## config.mk

```make
export PLATFORM = sky130hd
export DESIGN_NAME = sprite_overlay_engine
export DESIGN_NICKNAME = d
export VERILOG_FILES = /design/src/rtl/sprite_overlay_engine.sv
export SDC_FILE = /design/constraint.sdc
export NUM_CORES = 1
export LEC_CHECK = 0
export CAP_MARGIN = 30
export CORE_UTILIZATION = 50
export CTS_BUF_LIST = sky130_fd_sc_hd__clkbuf_2 sky130_fd_sc_hd__clkbuf_4 sky130_fd_sc_hd__clkbuf_8
export DETAILED_ROUTE_END_ITERATION = 7
export GPL_TIMING_DRIVEN = 0
export PLACE_DENSITY = 0.86
export SLEW_MARGIN = 20
export SYNTH_ARGS = -nofsm -noshare
export SYNTH_HDL_FRONTEND = slang
export SYNTH_SLANG_ARGS = --single-unit
export TNS_END_PERCENT = 30
```

## constraint.sdc

```tcl
create_clock -name clk -period 14.6 [get_ports clk]
set_input_delay 1.46 -clock clk [delete_from_list [all_inputs] [get_ports clk]]
set_output_delay 1.46 -clock clk [all_outputs]
set_load 0.01 [all_outputs]
```

## src/rtl/sprite_overlay_engine.sv

```systemverilog
// sprite_overlay_engine
//   Overlays N_REG runtime-positioned rectangular bitmaps on a VGA pixel
//   stream. All regions share one external synchronous ROM with a 1-cycle
//   read. The design adds colour-key transparency, fixed index priority
//   (lowest index wins), per-region enable and per-region blink.
//
//   Pipeline: S1 hit test + address, S2 ROM read, S3 output register.
//   A pixel presented in cycle t appears on rgb_out in cycle t+3.
//   The stream runs continuously at one pixel per clock. There is no
//   valid/ready handshake and no stall. video_on only qualifies the
//   pixel that travels with it.
//
// Ports
//   clk, reset          pixel clock; asynchronous active-low reset
//   pixel_x/y, video_on current pixel position and active-area flag
//   frame_tick          one pulse per frame; advances the blink counter
//   reg_en/reg_blink    per-region enable / blink mode
//   reg_x0/y0/w/h/base  packed per-region geometry and ROM base address
//   rom_addr/rom_data   shared ROM read port (data valid 1 cycle later)
//   rgb_out/hit_out     overlay colour; hit_out is set for an opaque region pixel
//   region_id           winning region index (0 when hit_out=0)
module sprite_overlay_engine #(
  parameter int              N_REG     = 4,
  parameter int              PIX_W     = 12,
  parameter int              COORD_W   = 10,
  parameter int              ADDR_W    = 13,
  parameter logic [PIX_W-1:0] TRANSP   = 12'hF0F,
  parameter logic [PIX_W-1:0] BG       = 12'h000,
  parameter int              BLINK_LOG = 5
) (
  input  logic                       clk,
  input  logic                       reset,
  input  logic [COORD_W-1:0]         pixel_x,
  input  logic [COORD_W-1:0]         pixel_y,
  input  logic                       video_on,
  input  logic                       frame_tick,
  input  logic [N_REG-1:0]           reg_en,
  input  logic [N_REG-1:0]           reg_blink,
  input  logic [N_REG*COORD_W-1:0]   reg_x0,
  input  logic [N_REG*COORD_W-1:0]   reg_y0,
  input  logic [N_REG*COORD_W-1:0]   reg_w,
  input  logic [N_REG*COORD_W-1:0]   reg_h,
  input  logic [N_REG*ADDR_W-1:0]    reg_base,
  output logic [ADDR_W-1:0]          rom_addr,
  input  logic [PIX_W-1:0]           rom_data,
  output logic [PIX_W-1:0]           rgb_out,
  output logic                       hit_out,
  output logic [2:0]                 region_id
);

  localparam int CW2 = 2 * COORD_W;

  logic [BLINK_LOG-1:0] blink_cnt_q, blink_cnt_d;
  logic [ADDR_W-1:0]    rom_addr_q, rom_addr_d;
  logic                 hit1_q, hit1_d, hit2_q;
  logic [2:0]           id1_q, id1_d, id2_q;
  logic [PIX_W-1:0]     rgb_q, rgb_d;
  logic                 hit_q, hit_d;
  logic [2:0]           rid_q, rid_d;

  logic [COORD_W-1:0]   x0_a [N_REG];
  logic [COORD_W-1:0]   y0_a [N_REG];
  logic [COORD_W-1:0]   w_a  [N_REG];
  logic [COORD_W-1:0]   h_a  [N_REG];
  logic [ADDR_W-1:0]    base_a [N_REG];
  logic [N_REG-1:0]     hit_v;

  // Blink-hidden phase is the upper half of the counter period.
  logic blink_off;
  assign blink_off = blink_cnt_q[BLINK_LOG-1];

  for (genvar g = 0; g < N_REG; g++) begin : g_reg
    logic in_x, in_y;
    assign x0_a[g]   = reg_x0[g*COORD_W +: COORD_W];
    assign y0_a[g]   = reg_y0[g*COORD_W +: COORD_W];
    assign w_a[g]    = reg_w[g*COORD_W +: COORD_W];
    assign h_a[g]    = reg_h[g*COORD_W +: COORD_W];
    assign base_a[g] = reg_base[g*ADDR_W +: ADDR_W];
    // One extra bit keeps x0+w from wrapping back to column 0.
    assign in_x = ({1'b0, pixel_x} >= {1'b0, x0_a[g]}) &&
                  ({1'b0, pixel_x} <  ({1'b0, x0_a[g]} + {1'b0, w_a[g]}));
    assign in_y = ({1'b0, pixel_y} >= {1'b0, y0_a[g]}) &&
                  ({1'b0, pixel_y} <  ({1'b0, y0_a[g]} + {1'b0, h_a[g]}));
    assign hit_v[g] = reg_en[g] && !(reg_blink[g] && blink_off) && in_x && in_y;
  end

  // Priority select: scan from the top so the lowest hitting index is the
  // last assignment and therefore wins.
  logic               any_hit;
  logic [2:0]         win_id;
  logic [COORD_W-1:0] sel_x0, sel_y0, sel_w;
  logic [ADDR_W-1:0]  sel_base;
  logic [COORD_W-1:0] dx, dy;

  always_comb begin
    any_hit  = |hit_v;
    win_id   = '0;
    sel_x0   = '0;
    sel_y0   = '0;
    sel_w    = '0;
    sel_base = '0;
    for (int i = N_REG - 1; i >= 0; i--) begin
      if (hit_v[i]) begin
        win_id   = 3'(i);
        sel_x0   = x0_a[i];
        sel_y0   = y0_a[i];
        sel_w    = w_a[i];
        sel_base = base_a[i];
      end
    end
    dx = pixel_x - sel_x0;
    dy = pixel_y - sel_y0;
  end

  always_comb begin
    blink_cnt_d = frame_tick ? blink_cnt_q + BLINK_LOG'(1) : blink_cnt_q;
    // Row-major offset at 2*COORD_W bits, then truncated to the ROM width.
    // Without a hit the address is held so the ROM sees no needless toggling.
    rom_addr_d  = any_hit ? ADDR_W'(CW2'(dy) * CW2'(sel_w) + CW2'(dx) + CW2'(sel_base))
                          : rom_addr_q;
    hit1_d      = any_hit && video_on;
    id1_d       = win_id;
    // Colour-keyed pixels fall through to background rather than to a lower
    // priority region; hidden regions are never fetched.
    if (hit2_q && (rom_data != TRANSP)) begin
      rgb_d = rom_data;
      hit_d = 1'b1;
      rid_d = id2_q;
    end else begin
      rgb_d = BG;
      hit_d = 1'b0;
      rid_d = '0;
    end
  end

  always_ff @(posedge clk or negedge reset) begin
    if (!reset) begin
      blink_cnt_q <= '0;
      rom_addr_q  <= '0;
      hit1_q      <= 1'b0;
      id1_q       <= '0;
      hit2_q      <= 1'b0;
      id2_q       <= '0;
      rgb_q       <= BG;
      hit_q       <= 1'b0;
      rid_q       <= '0;
    end else begin
      blink_cnt_q <= blink_cnt_d;
      rom_addr_q  <= rom_addr_d;
      hit1_q      <= hit1_d;
      id1_q       <= id1_d;
      hit2_q      <= hit1_q;
      id2_q       <= id1_q;
      rgb_q       <= rgb_d;
      hit_q       <= hit_d;
      rid_q       <= rid_d;
    end
  end

  assign rom_addr  = rom_addr_q;
  assign rgb_out   = rgb_q;
  assign hit_out   = hit_q;
  assign region_id = rid_q;

endmodule

```

==> results of run 1 <==
[cells by family after synthesis]
logic type / count (synthesis) / share of synthesized area [%]
AO/OA/AOI/OAI: 447 / 23.4
XOR/XNOR: 97 / 7.15
adder cells (fa/ha/maj): 356 / 40.3
buffers and inverters: 258 / 7.85
flip-flops: 39 / 7.83
multiplexers: 8 / 0.723
other: 1 / 0.0301
AND/OR/NAND/NOR: 323 / 12.8
[metrics by stage]
step | utilization, % | setup WS [ps] | cells
2_1_floorplan | - | 2670 | 1529
3_3_place_gp | 64.4 | 417 | 2136
3_5_place_dp | 64.5 | 290 | 2138
4_1_cts | 65.0 | 482 | 2146
5_1_grt | 65.0 | 64.5 | 2146
6_report | 65.0 | 819 | 2147
[registers in the layout (all words and copies together), names as in the netlist]
name         cells
region_id        2
id2_q            2
hit1_q           1
id1_q            2
rgb_out         12
blink_cnt_q      5
rom_addr        13
hit2_q           1
hit_out          1
[area by class of cell]
cell class | instances | area (sq um)
multi-input cells | 1232 | 10500
plain buffers | 29 | 125
diodes | 3 | 7.51
flip-flops and latches | 39 | 976
inverters | 227 | 852
clock inverters | 2 | 35.0
repair buffers | 285 | 2860
clock buffers | 6 | 82.6
well taps | 324 | 405
fillers | 2031 | 8530
[layer usage]
layer	vias to the layer above	routed length, um	track usage, %
met3	103	3330	5.25
met1	5794	16000	37.7
met5	-	26	0
met4	4	1590	11.2
met2	570	18500	53.7
li1	5936	-	-
[power by group]
| part | internal (mW) | switching [mW] |
|---|---|---|
| logic | 0.431 | 0.501 |
| registers | 0.136 | 0.0210 |
| clock network | 0.0553 | 0.0387 |
| total | 0.622 | 0.561 |
[worst max path at each step]
stage                          start           end  slack [ps]  cells after the start
after floorplan            reg_y0[1]  rom_addr[12]        2670                     51
after global placement     reg_y0[1]  rom_addr[12]         420                     52
after detailed placement   reg_y0[1]  rom_addr[12]         290                     52
after CTS                  reg_y0[1]  rom_addr[12]         480                     52
after global routing      reg_y0[11]  rom_addr[12]          60                     51
final                     reg_y0[11]  rom_addr[12]         820                     51
[what timing repair did]
item                       CTS  global route
gates resized for setup      0            11
setup buffers                0             0
setup endpoints to repair    0             1
hold buffers                 0             0
[cell usage after synthesis (all sizes together), types with 18 or more instances]
| master | count |
|---|---|
| a221oi | 26 |
| xnor2 | 62 |
| a21oi | 153 |
| and2 | 28 |
| o21ai | 88 |
| a21o | 33 |
| ha | 281 |
| a211oi | 24 |
| o21bai | 29 |
| xor2 | 32 |
| inv | 227 |
| nor2 | 69 |
| dfrtp | 39 |
| a22oi | 18 |
| fa | 75 |
| nand2 | 99 |
| nand2b | 23 |
| clkbuf | 22 |
| nor2b | 36 |
==> results.cfg, run 1 <==
[critical_path]
worst_r2r_startpoint = blink_cnt_q[4]
crit_required_ps = 14790
slowest_delay_ps = 560
critical_path.max_fanout = 10
reg2reg_depth = 39
r2r_slack_ps = 3780
crit_path_start_kind = input port
crit_buf_inv = 7
r2r_end = rom_addr[12]
path_delay_family = compound AO/OA/AOI/OAI gates
cpMostUsedCell = a21oi_1
cp.arrival_ps = 13970
crit_path_end_kind = flip-flop
worstSetupPathType = input port to flip-flop
cp_slowest_cell = fa_1

[die]
coreArea_sq_mm = 0.0244
die_w_um = 160
start_util_pct = 51.1
ioPinCount = 285
fp.dieArea_sq_mm = 0.0256
chipHeight_um = 160
rows = 57

[worst_hold_path]
min_path_type = flip-flop to flip-flop
worstHoldStart = id1_q[0]
min_to = id2_q[0]
hold_path_depth = 0

[pwr]
p_total_mw = 1.18
power.leakage_nw = 7.50
power_density_mw_per_mm2 = 74.6
ir_drop_uv = 63.5

[timing]
finClkSkew_ps = 5.18
hold_violations = 0
max_freq_ghz = 0.0726
fin_crit_ps = 13780
hold-worst-slack_ps = 355
tns_ps = 0
max_slew_margin_pct = 33.3
slew_viol_final = 0
fin_crit_sh_pct = 94.4
setup_viol = 0
rsz0062_at_grt = no
worstMarginPinSlew_ps = 994

[layout]
drive_above_1_share_pct = 2.42
layout_common_cells = 282 x clkdlybuf4s50_1, 281 x ha_1, 227 x inv_1
nets = 2431
syn_to_final_growth_pct = 27.2
mostFrequentLayoutCell = clkdlybuf4s50_1
finalInstanceArea_sq_mm = 0.0159

[placed_design]
io_buffers = 283
placed_cell_area_sq_mm = 0.0157
dp_hpwl_mm = 33.8
gp_congestion = 0.954

[route]
routed-via-count = 12400
via_per_inst = 5.78
routed_wl_mm = 39.4
wl_per_cell_um = 18.4
drc = 0
drtIter0Drc = 824
dr.pass1.iters = 8
drtAntennaViolNets = 0

[yosys]
ys_ff_latch = 39
yosys.area.top_type_share_pct = 28.2
synthTopCellsByArea = ha_1 28%, fa_1 12%, dfrtp_1 7.8%
synth_ff_type = dfrtp_1
synthCells = 1529
yosys.area.top_type = ha_1
synth_cell_types = 68
syn-num-nets = 2141
syn-cell-area_sq_mm = 0.0125
syn_area_per_cell_sq_um = 8.15
ys_async_sr_fraction_pct = 100
yosys_warnings = 0
synth-edff-count = 0
seq_area_frac_synth_pct = 7.83

[grt]
grtUsageTotal_pct = 30.7
grt_pass1_vias = 12400
grt_first_pass_wirelength_mm = 62.8
grt_remaining_overflow = 0
grt_max_degree = 22
antenna_found_initial = 5

[clocking]
clkSinkCount = 39
cts.clk_slew.worst_paths_ps = 80
cts_tree = done
root_buffer = clkbuf_8
h-tree-depth = 2
clock_latency_ps = 290
cts_buffer_depth = 2
cts_buffers = 5

[run_status]
outcome = finished clean

[job]
drv_cap = 0
Note: power is estimated with default switching activity, not from simulation.
==> run 2, diff against run 1 <==
--- a/config.mk
+++ b/config.mk
@@ -6,6 +6,7 @@
 export NUM_CORES = 1
 export LEC_CHECK = 0
 export CAP_MARGIN = 30
+export CORE_MARGIN = 1.5
 export CORE_UTILIZATION = 50
 export CTS_BUF_LIST = sky130_fd_sc_hd__clkbuf_2 sky130_fd_sc_hd__clkbuf_4 sky130_fd_sc_hd__clkbuf_8
 export DETAILED_ROUTE_END_ITERATION = 7
==> run 2 against run 1 <==
Net effect:
- via count rose by 0.64%
- cell area barely moved
- largest power group unchanged
- sequential power barely moved
- critical path depth did not move
- clock-buffer cell count fell by 1
- sequential share of layout area barely moved
- critical path type unchanged
==> results.cfg, run 2 (synthesis gave the netlist of run 1 again) <==
[run_status]
outcome = finished clean

[worst_hold_path]
min_path_type = flip-flop to flip-flop
hold_path_depth = 0
min_to = id2_q[1]
worstHoldStart = id1_q[1]

[clocking]
h-tree-depth = 2
holdBufCountCts = 0
clock_latency_ps = 300
cts_tree = done
post_cts.repair.setup_buffers = 0
cts_buffer_depth = 2
clkSinkCount = 39
cts.clk_slew.worst_paths_ps = 70
cts_buffers = 5
root_buffer = clkbuf_8

[timing]
hold_violations = 0
max_freq_ghz = 0.0722
fin_crit_sh_pct = 94.8
finClkSkew_ps = 3.66
fin_ws_ps = 757
worstMarginPinSlew_ps = 939
rsz0062_at_grt = no
fin_crit_ps = 13840
setup_viol = 0
slew_viol_final = 0
tns_ps = 0
max_slew_margin_pct = 37.4

[die]
rows = 57
die_w_um = 161
coreArea_sq_mm = 0.0244
start_util_pct = 51.1
ioPinCount = 285
chipHeight_um = 161
fp.dieArea_sq_mm = 0.0259

[critical_path]
cp.arrival_ps = 14030
worstSetupPathType = input port to flip-flop
critical_path.max_fanout = 10
cp_slowest_cell = fa_1
slowest_delay_ps = 540
cp-startpoint = reg_h[11]
crit_required_ps = 14780
reg2reg_depth = 39
r2r_slack_ps = 3820
crit_path_start_kind = input port
crit_path_end_kind = flip-flop
cpMostUsedCell = a21oi_1
r2r_end = rom_addr[12]
worst_r2r_startpoint = blink_cnt_q[4]

[route]
drc = 0
routed_wl_mm = 39.6
drtAntennaViolNets = 0
via_per_inst = 5.81
drtIter0Drc = 759
dr.pass1.iters = 5
wl_per_cell_um = 18.4
routed-via-count = 12500

[grt]
grt_remaining_overflow = 0
grtUsageTotal_pct = 30.3
grt_first_pass_wirelength_mm = 62.3
grt_max_degree = 23
antenna_found_initial = 5
grt_pass1_vias = 12500

[placed_design]
io_buffers = 283
dp_hpwl_mm = 34.1
gp_congestion = 0.954
dp_slack_ps = 231

[layout]
drive_above_1_share_pct = 2.52
syn_to_final_growth_pct = 27.3
layout_common_cells = 282 x clkdlybuf4s50_1, 281 x ha_1, 227 x inv_1
mostFrequentLayoutCell = clkdlybuf4s50_1
largest_register_ffs = 13
nets = 2433

[job]
drv_cap = 0

[pwr]
ir_drop_uv = 60.1
power_density_mw_per_mm2 = 74.4
power.leakage_nw = 7.51
==> run 2: cell types whose count changed in the layout (fill, tap and decap cells not counted) <==
cell      delta
buf_6        +1
clkbuf_2     +1
clkbuf_8     -1
clkinv_4     +1
==> run 2: worst max-delay path, delay by kind of cell <==
family,cells,cell delay (ps)
multiplexers,1,290
AND/OR/NAND/NOR,4,760
adder cells (fa/ha/maj),9,3740
XOR/XNOR,6,1430
buffers and inverters,7,2010
AO/OA/AOI/OAI,24,4290
==> run 2: final cells by class <==
type,count,area [sq um]
multi-input combinational,1232,10500
fill,2052,8520
timing repair buffer,286,2870
sequential,39,976
inverter,227,852
tap,324,405
buffer,30,130
clock buffer,5,68.8
clock inverter,3,43.8
antenna,3,7.51
==> run 2: per-stage QoR <==
step	hold WS [ps]	area (sq um)	utilization [%]	total power, mW	cells
2_1_floorplan	331	12500	-	0.770	1529
3_3_place_gp	333	15700	64.4	1.03	2136
3_5_place_dp	338	15700	64.5	1.08	2138
4_1_cts	354	15800	64.9	1.17	2146
5_1_grt	361	15900	65.1	1.31	2148
6_report	354	15900	65.1	1.18	2149
==> run 2: worst max path at each step <==
stage,end
floorplan,rom_addr[12]
global placement,rom_addr[12]
detailed placement,rom_addr[12]
CTS,rom_addr[12]
global route,rom_addr[12]
finish,rom_addr[12]
==> run 2: where the power goes <==
group	internal, mW	switching [mW]
clock network	0.0509	0.0396
logic	0.432	0.502
registers	0.136	0.0197
==> run 2: repair_timing <==
item,CTS,global route
endpoints found under the setup margin,0,1
hold endpoints to repair,0,0
resized for setup,0,14
==> run 2: per-layer routing <==
metal	GRT usage (%)	routed length [um]	vias up
li1	-	-	5943
met1	36.9	16200	5857
met2	51.9	18300	561
met3	4.98	3040	123
met4	14.7	2080	2
met5	0	12	-
